===== src/rtl/regfile_sb_if.sv =====
// Decode/writeback bundle for the register file with load-use scoreboard.
// The master side is decode/writeback; the slave side is the register file.
interface regfile_sb_if #(
   parameter int unsigned WIDTH = 32,
   parameter int unsigned NREGS = 32,
   parameter int unsigned NREAD = 2
);
   localparam int unsigned ADDR_W = $clog2(NREGS);

   logic                      en;
   logic                      wr_load;
   logic [ADDR_W-1:0]         wr_dest;
   logic [WIDTH-1:0]          wr_data;
   logic [NREAD*ADDR_W-1:0]   rd_addr;
   logic [NREAD-1:0]          rd_use;
   logic [NREAD*WIDTH-1:0]    rd_data;
   logic                      issue_valid;
   logic [ADDR_W-1:0]         issue_rd;
   logic                      issue_pending;
   logic                      flush;
   logic [NREAD-1:0]          busy;
   logic                      stall;

   modport master (
      output en, wr_load, wr_dest, wr_data, rd_addr, rd_use,
             issue_valid, issue_rd, issue_pending, flush,
      input  rd_data, busy, stall
   );

   modport slave (
      input  en, wr_load, wr_dest, wr_data, rd_addr, rd_use,
             issue_valid, issue_rd, issue_pending, flush,
      output rd_data, busy, stall
   );
endinterface


===== src/rtl/regfile_sb.sv =====
// Register file with zero-latency bypassed reads and a per-register pending
// scoreboard that flags load-use hazards to decode.
module regfile_sb #(
   parameter int unsigned WIDTH = 32,
   parameter int unsigned NREGS = 32,
   parameter int unsigned NREAD = 2
) (
   input  logic         clk,
   input  logic         rst,
   regfile_sb_if.slave  bus
);
   localparam int unsigned ADDR_W = $clog2(NREGS);

   logic [WIDTH-1:0] regs_q [NREGS];
   logic [WIDTH-1:0] regs_d [NREGS];
   logic [NREGS-1:0] pending_q;
   logic [NREGS-1:0] pending_d;

   logic             wr_fire_c;
   logic             wr_commit_c;
   logic [NREAD-1:0] busy_c;
   logic             stall_c;

   assign wr_fire_c   = bus.en && bus.wr_load;
   assign wr_commit_c = wr_fire_c && (bus.wr_dest != '0);

   // Per-port read mux with writeback bypass and hazard detection.
   for (genvar g = 0; g < int'(NREAD); g++) begin : g_rd
      logic [ADDR_W-1:0] addr;
      assign addr = bus.rd_addr[g*ADDR_W +: ADDR_W];
      assign bus.rd_data[g*WIDTH +: WIDTH] =
         (wr_commit_c && (bus.wr_dest == addr)) ? bus.wr_data : regs_q[addr];
      assign busy_c[g] = bus.rd_use[g] && (addr != '0) && pending_q[addr] &&
                         !(wr_fire_c && (bus.wr_dest == addr));
   end

   assign stall_c  = |busy_c;
   assign bus.busy  = busy_c;
   assign bus.stall = stall_c;

   // Ordering gives clear < set < flush priority on the pending bits.
   always_comb begin
      regs_d    = regs_q;
      pending_d = pending_q;
      if (wr_commit_c) begin
         regs_d[bus.wr_dest] = bus.wr_data;
      end
      if (wr_fire_c) begin
         pending_d[bus.wr_dest] = 1'b0;
      end
      if (bus.en && bus.issue_valid && bus.issue_pending && !stall_c &&
          (bus.issue_rd != '0)) begin
         pending_d[bus.issue_rd] = 1'b1;
      end
      if (bus.flush) begin
         pending_d = '0;
      end
      pending_d[0] = 1'b0;
   end

   always_ff @(posedge clk or posedge rst) begin
      if (rst) begin
         for (int unsigned i = 0; i < NREGS; i++) begin
            regs_q[i] <= '0;
         end
         pending_q <= '0;
      end else begin
         for (int unsigned i = 0; i < NREGS; i++) begin
            regs_q[i] <= regs_d[i];
         end
         pending_q <= pending_d;
      end
   end
endmodule


===== src/flat_wrapper.sv =====
// flat-port wrapper written by rule: the top's interface ports become plain ports
module regfile_sb_flat 
#(
   parameter int unsigned WIDTH = 32,
   parameter int unsigned NREGS = 32,
   parameter int unsigned NREAD = 2
)
  (clk, rst, bus_en, bus_wr_load, bus_wr_dest, bus_wr_data, bus_rd_addr, bus_rd_use, bus_issue_valid, bus_issue_rd, bus_issue_pending, bus_flush, bus_rd_data, bus_busy, bus_stall);
  regfile_sb_if #(.WIDTH(WIDTH), .NREGS(NREGS), .NREAD(NREAD)) bus_i ();
  input  logic clk;
  input  logic rst;
  input wire logic [$bits(bus_i.en)-1:0] bus_en;
  input wire logic [$bits(bus_i.wr_load)-1:0] bus_wr_load;
  input wire logic [$bits(bus_i.wr_dest)-1:0] bus_wr_dest;
  input wire logic [$bits(bus_i.wr_data)-1:0] bus_wr_data;
  input wire logic [$bits(bus_i.rd_addr)-1:0] bus_rd_addr;
  input wire logic [$bits(bus_i.rd_use)-1:0] bus_rd_use;
  input wire logic [$bits(bus_i.issue_valid)-1:0] bus_issue_valid;
  input wire logic [$bits(bus_i.issue_rd)-1:0] bus_issue_rd;
  input wire logic [$bits(bus_i.issue_pending)-1:0] bus_issue_pending;
  input wire logic [$bits(bus_i.flush)-1:0] bus_flush;
  output wire logic [$bits(bus_i.rd_data)-1:0] bus_rd_data;
  output wire logic [$bits(bus_i.busy)-1:0] bus_busy;
  output wire logic [$bits(bus_i.stall)-1:0] bus_stall;
  assign bus_i.en = bus_en;
  assign bus_i.wr_load = bus_wr_load;
  assign bus_i.wr_dest = bus_wr_dest;
  assign bus_i.wr_data = bus_wr_data;
  assign bus_i.rd_addr = bus_rd_addr;
  assign bus_i.rd_use = bus_rd_use;
  assign bus_i.issue_valid = bus_issue_valid;
  assign bus_i.issue_rd = bus_issue_rd;
  assign bus_i.issue_pending = bus_issue_pending;
  assign bus_i.flush = bus_flush;
  assign bus_rd_data = bus_i.rd_data;
  assign bus_busy = bus_i.busy;
  assign bus_stall = bus_i.stall;
  regfile_sb #(.WIDTH(WIDTH), .NREGS(NREGS), .NREAD(NREAD)) u_core (.clk(clk), .rst(rst), .bus(bus_i));
endmodule

===== config.mk =====
export PLATFORM = sky130hd
export DESIGN_NAME = regfile_sb_flat
export DESIGN_NICKNAME = d
export VERILOG_FILES = /design/src/rtl/regfile_sb_if.sv /design/src/rtl/regfile_sb.sv /design/src/flat_wrapper.sv
export SDC_FILE = /design/constraint.sdc
export NUM_CORES = 2
export LEC_CHECK = 0
export ABC_CLOCK_PERIOD_IN_PS = 37600
export CORE_UTILIZATION = 50
export DETAILED_ROUTE_END_ITERATION = 10
export GPL_TIMING_DRIVEN = 0
export PLACE_DENSITY = 0.69
export SLEW_MARGIN = 20
export SYNTH_ARGS = -nofsm -noshare
export SYNTH_HDL_FRONTEND = slang
export SYNTH_SLANG_ARGS = --single-unit
export TNS_END_PERCENT = 50

===== constraint.sdc =====
create_clock -name clk -period 37.6 [get_ports clk]
set_clock_uncertainty 0.2 [all_clocks]
set_input_delay 9.4 -clock clk [delete_from_list [all_inputs] [get_ports clk]]
set_output_delay 9.4 -clock clk [all_outputs]
set_load 0.03 [all_outputs]

After elaboration in Yosys (flattened, before gate mapping)
Cells that the tools add are included.

Register bits after elaboration: 1055. Input bits: 61. Output and inout bits: 67. Logic and storage cells: 100.

$lt $le $gt $ge: 10. Eq/ne operators: 2. Multiplexer cells: 22. Bitwise gates (word level): 6. Reductions and logical operators: 27.

Operators by type and width (number): $bwmux W1024 (1); $bmux W32 S5 (2); $mux W32 (10); $demux W32 S5 (1); $and A32 B32 Y32 (1); $not A32 Y32 (1); $or A32 B32 Y32 (1); $lt A5 B6 Y1 const B (4); $reduce_bool A5 Y1 (4); $logic_and A1 B1 Y1 (19); $ge A6 B6 Y1 const B (3); $not A5 Y6 (3); $bmux W1 S5 (2); $demux W1 S5 (2); $eq A5 B5 Y1 (2); $ge A5 B1 Y1 const B (2); $lt A6 B1 Y1 const B (1); $mux W1 (4); $logic_not A1 Y1 (3); $reduce_or A2 Y1 (1).

Logic depth before layout (Yosys ltp)
Word-level depth: 10. Mapped depth: 10.

Least setup slack after synthesis
OpenSTA, ideal clock, no wires.

Path type: input-to-output. Start point: in bus_rd_addr[5]. End point: out bus_rd_data[60]. Arrival: 11.640 ns. Setup slack: 16.360 ns. Stages: 7. Buffers on the path: 3. Path through: buf_2 > buf_4 > clkbuf_1 > mux4_2 > mux4_2 > mux2i_1 > a21oi_1.

Cells in the longest elaborated chain, start to end: 5. Elaborated cells between the ends (all ways): 7. Classes of those cells: 1 x eq/ne; 4 x mux; 1 x bitwise; 1 x reduce/logical.

RTL lines: start, declared (line flat_wrapper.sv:16) `input wire logic [$bits(bus_i.rd_addr)-1:0] bus_rd_addr;`; $not A5 Y6 (not written as such) (line regfile_sb.sv:32) `(wr_commit_c && (bus.wr_dest == addr)) ? bus.wr_data : regs_q[addr];`; $bmux W32 S5 (line regfile_sb.sv:32); $mux W32 (not written as such) (2 in series) (line regfile_sb.sv:32); $mux W32 * (line regfile_sb.sv:32); end, declared (line flat_wrapper.sv:22) `output wire logic [$bits(bus_i.rd_data)-1:0] bus_rd_data;`.

Mark *: on every way between the ends. The rest lies on a longest branch, timed or not. The select of a mux whose other input is x is not followed.

Final worst setup path
Start point: in bus_rd_addr[1]. End point: out bus_rd_data[30].

Same word-level chain as after synthesis.

==> results_dict.tcl <==
set metrics [dict create \
    cts_inserted_buffers 115 \
    startpoint_type "input port" \
    r2r-start "u_core.pending_q[14]" \
    cts_sinks 1055 \
    p_per_area_mw_per_mm2 49.6 \
    status "finished, final reports clean" \
    p_leak_nw 28.1 \
    r2r_setup_slack_ns 34.98 \
    tns_ns 0 \
    clock_latency_ns 0.73 \
    cts_tree "done" \
    p_clk_share_pct 38.0 \
    final_nets 3836 \
    p_seq_share_pct 43.3 \
    clockBufferDepth 3 \
    arrival_ns 13.81 \
    reg2reg_depth 6 \
    crit_required_ns 28.00 \
    synthArstFlopShare_pct 100 \
    overflow 0 \
    grt_max_degree 35 \
    hold_class "reg2reg" \
    finalCritPeriodShare_pct 62.3 \
    ant_nets 0 \
    grt_pass1_vias 36800 \
    tightestPinTransition_ns 1.29 \
    wl_per_cell_um 34.1 \
    dieWidth_um 338 \
    syn_inst 3505 \
    ys.flop_type "dfrtp_1" \
    synth_cell_type_count 36 \
    critPathMaxFanout 10 \
    final_util_pct 57.8 \
    max_cap_violations 0 \
    coreArea_mm2 0.111 \
    cts-root-buf "clkbuf_16" \
    h-tree-depth 3 \
    netlist_area_mm2 0.0564 \
    die_h_um 338 \
    hold_viol 0 \
    first_pass_iters 9 \
    power_switching_uw 859 \
    p_comb_share_pct 18.7 \
    synth.avg_cell_area_um2 16.1 \
    final_common_cell "dfrtp_1" \
    cts_hold_buf 0 \
    place_congestion 0.906 \
    place_hpwl_mm 127 \
    ys_warn_count 0 \
    clk_pin_slew_ns 0.06 \
    drt-initial-drc-count 4024 \
    min_path_cells 1 \
    syn_to_final_growth_pct 14.0 \
    final_cell_mix "dfrtp_1 (1055), mux2_2 (997), mux4_2 (650)" \
    synth_fp_nets 3566 \
    min_period_ns 23.41 \
    synth-seq-cells 1055 \
    viasPerCell 6.79 \
    setup_viol 0 \
    post_cts_resized 0 \
    cts_setup_buffers 0 \
    grt_pass1_wl_mm 265 \
    finalMaxSlewViolations 0 \
    drive_gt1_share_pct 52.3 \
    drcViolationCount 0 \
    die_area_mm2 0.114 \
    rows 122 \
    antenna_found_initial 3 \
    synth_seq_area_share_pct 46.8 \
    start_util_pct 50.7 \
    worstHoldEndpoint "u_core.regs_q[1015]" \
    swShare_pct 27.0 \
    min_from "u_core.regs_q[1015]" \
    r2r_end "u_core.pending_q[12]" \
    worstSetupPathType "in2out" \
    routed_wl_mm 183 \
    grt.total_usage_pct 32.8 \
    grt_setup_unrepaired "false" \
    synth-edff-count 0 \
    io_buffers 112 \
    end_kind "output port" \
    max-vdd-ir-drop_mv 0.0365 \
    max_slew_margin_pct 13.8 \
    io-pin-count 128 \
    internal_power_mw 2.33 \
    fmax_mhz 42.7 \
    num_vias 36400 \
]
[per-layer routing]
layer	up-vias	part of all wire, %	global-route usage [%]
met5	-	0.10	0
met3	399	11	10.3
met1	19900	40	45.5
li1	14200	-	-
met2	1939	45	48.8
met4	2	3.8	11.9
[power by group through the flow]
stage / sequential, mW / combinational [mW] / clock, mW
after detailed placement: 1.39 / 0.591 / 0
after CTS: 1.38 / 0.593 / 1.22
after global routing: 1.40 / 0.626 / 1.26
final: 1.38 / 0.597 / 1.21
after floorplan: 1.37 / 0.427 / 0
after global placement: 1.39 / 0.571 / 0
[sequential cells by signal, indices dropped and copies added (netlist names)]
| signal | count |
|---|---|
| u_core.regs_q | 1024 |
| u_core.pending_q | 31 |
[per-stage QoR]
stage               power (mW)  instance area [um^2]  setup WS [ns]  instances  hold WS, ns
floorplan                 1.79                 56400          13.45       3505        0.241
global placement          1.96                 59400           6.83       5105        0.253
detailed placement        1.99                 60200          14.33       5144        0.264
CTS                       3.19                 64200          14.35       5359        0.283
global route              3.28                 64300          14.28       5361        0.299
finish                    3.19                 64300          14.19       5365        0.278
[layout make-up]
class	instances	area (um^2)
multi-input combinational	2041	28300
timing repair buffer	153	1940
clock buffer	169	3460
buffer	407	1680
fill	8674	47000
tap	1488	1860
antenna	4	10.0
sequential	1055	26400
clock inverter	46	571
inverter	2	11.3
[how the worst max path moves through the flow]
stage | startpoint | slack (ns) | end
finish | bus_rd_addr[1] | 14.19 | bus_rd_data[30]
global route | bus_rd_addr[1] | 14.28 | bus_rd_data[0]
CTS | bus_rd_addr[9] | 14.35 | bus_rd_data[62]
detailed placement | bus_rd_addr[9] | 14.33 | bus_rd_data[62]
global placement | rst | 6.83 | u_core.regs_q[504]
floorplan | rst | 13.45 | u_core.pending_q[10]
[synthesized netlist by cell type, types with 8 or more instances]
library cell | count | area share (%)
a21oi_1 | 64 | 0.57
nand2_1 | 40 | 0.27
mux2_2 | 997 | 20
o31ai_1 | 25 | 0.33
nand3b_1 | 26 | 0.35
buf_1 | 58 | 0.39
dfrtp_1 | 1055 | 47
nor3_1 | 9 | 0.080
buf_2 | 73 | 0.65
or3b_2 | 13 | 0.20
mux4_2 | 650 | 26
mux2i_1 | 73 | 1.3
nor2_1 | 91 | 0.61
xnor2_1 | 8 | 0.12
clkbuf_1 | 274 | 1.8
[cell families after synthesis]
kind of cell    after synthesis  synth area share [%]
simple gates                209                  1.83
compound gates              102                  1.10
mux                        1720                  47.2
buf+inv                     409                  2.90
flops                      1055                  46.8
xor+xnor                     10                 0.155
[worst max-delay path, stage by stage]
cell,delay (ns)
buf_2,0.22
buf_2,0.40
clkbuf_1,0.80
buf_1,0.98
mux4_2,0.44
mux4_2,0.53
mux2i_1,0.15
a21oi_1,0.18
clkdlybuf4s50_1,0.69
No activity file was read; power rests on OpenSTA's default activity.
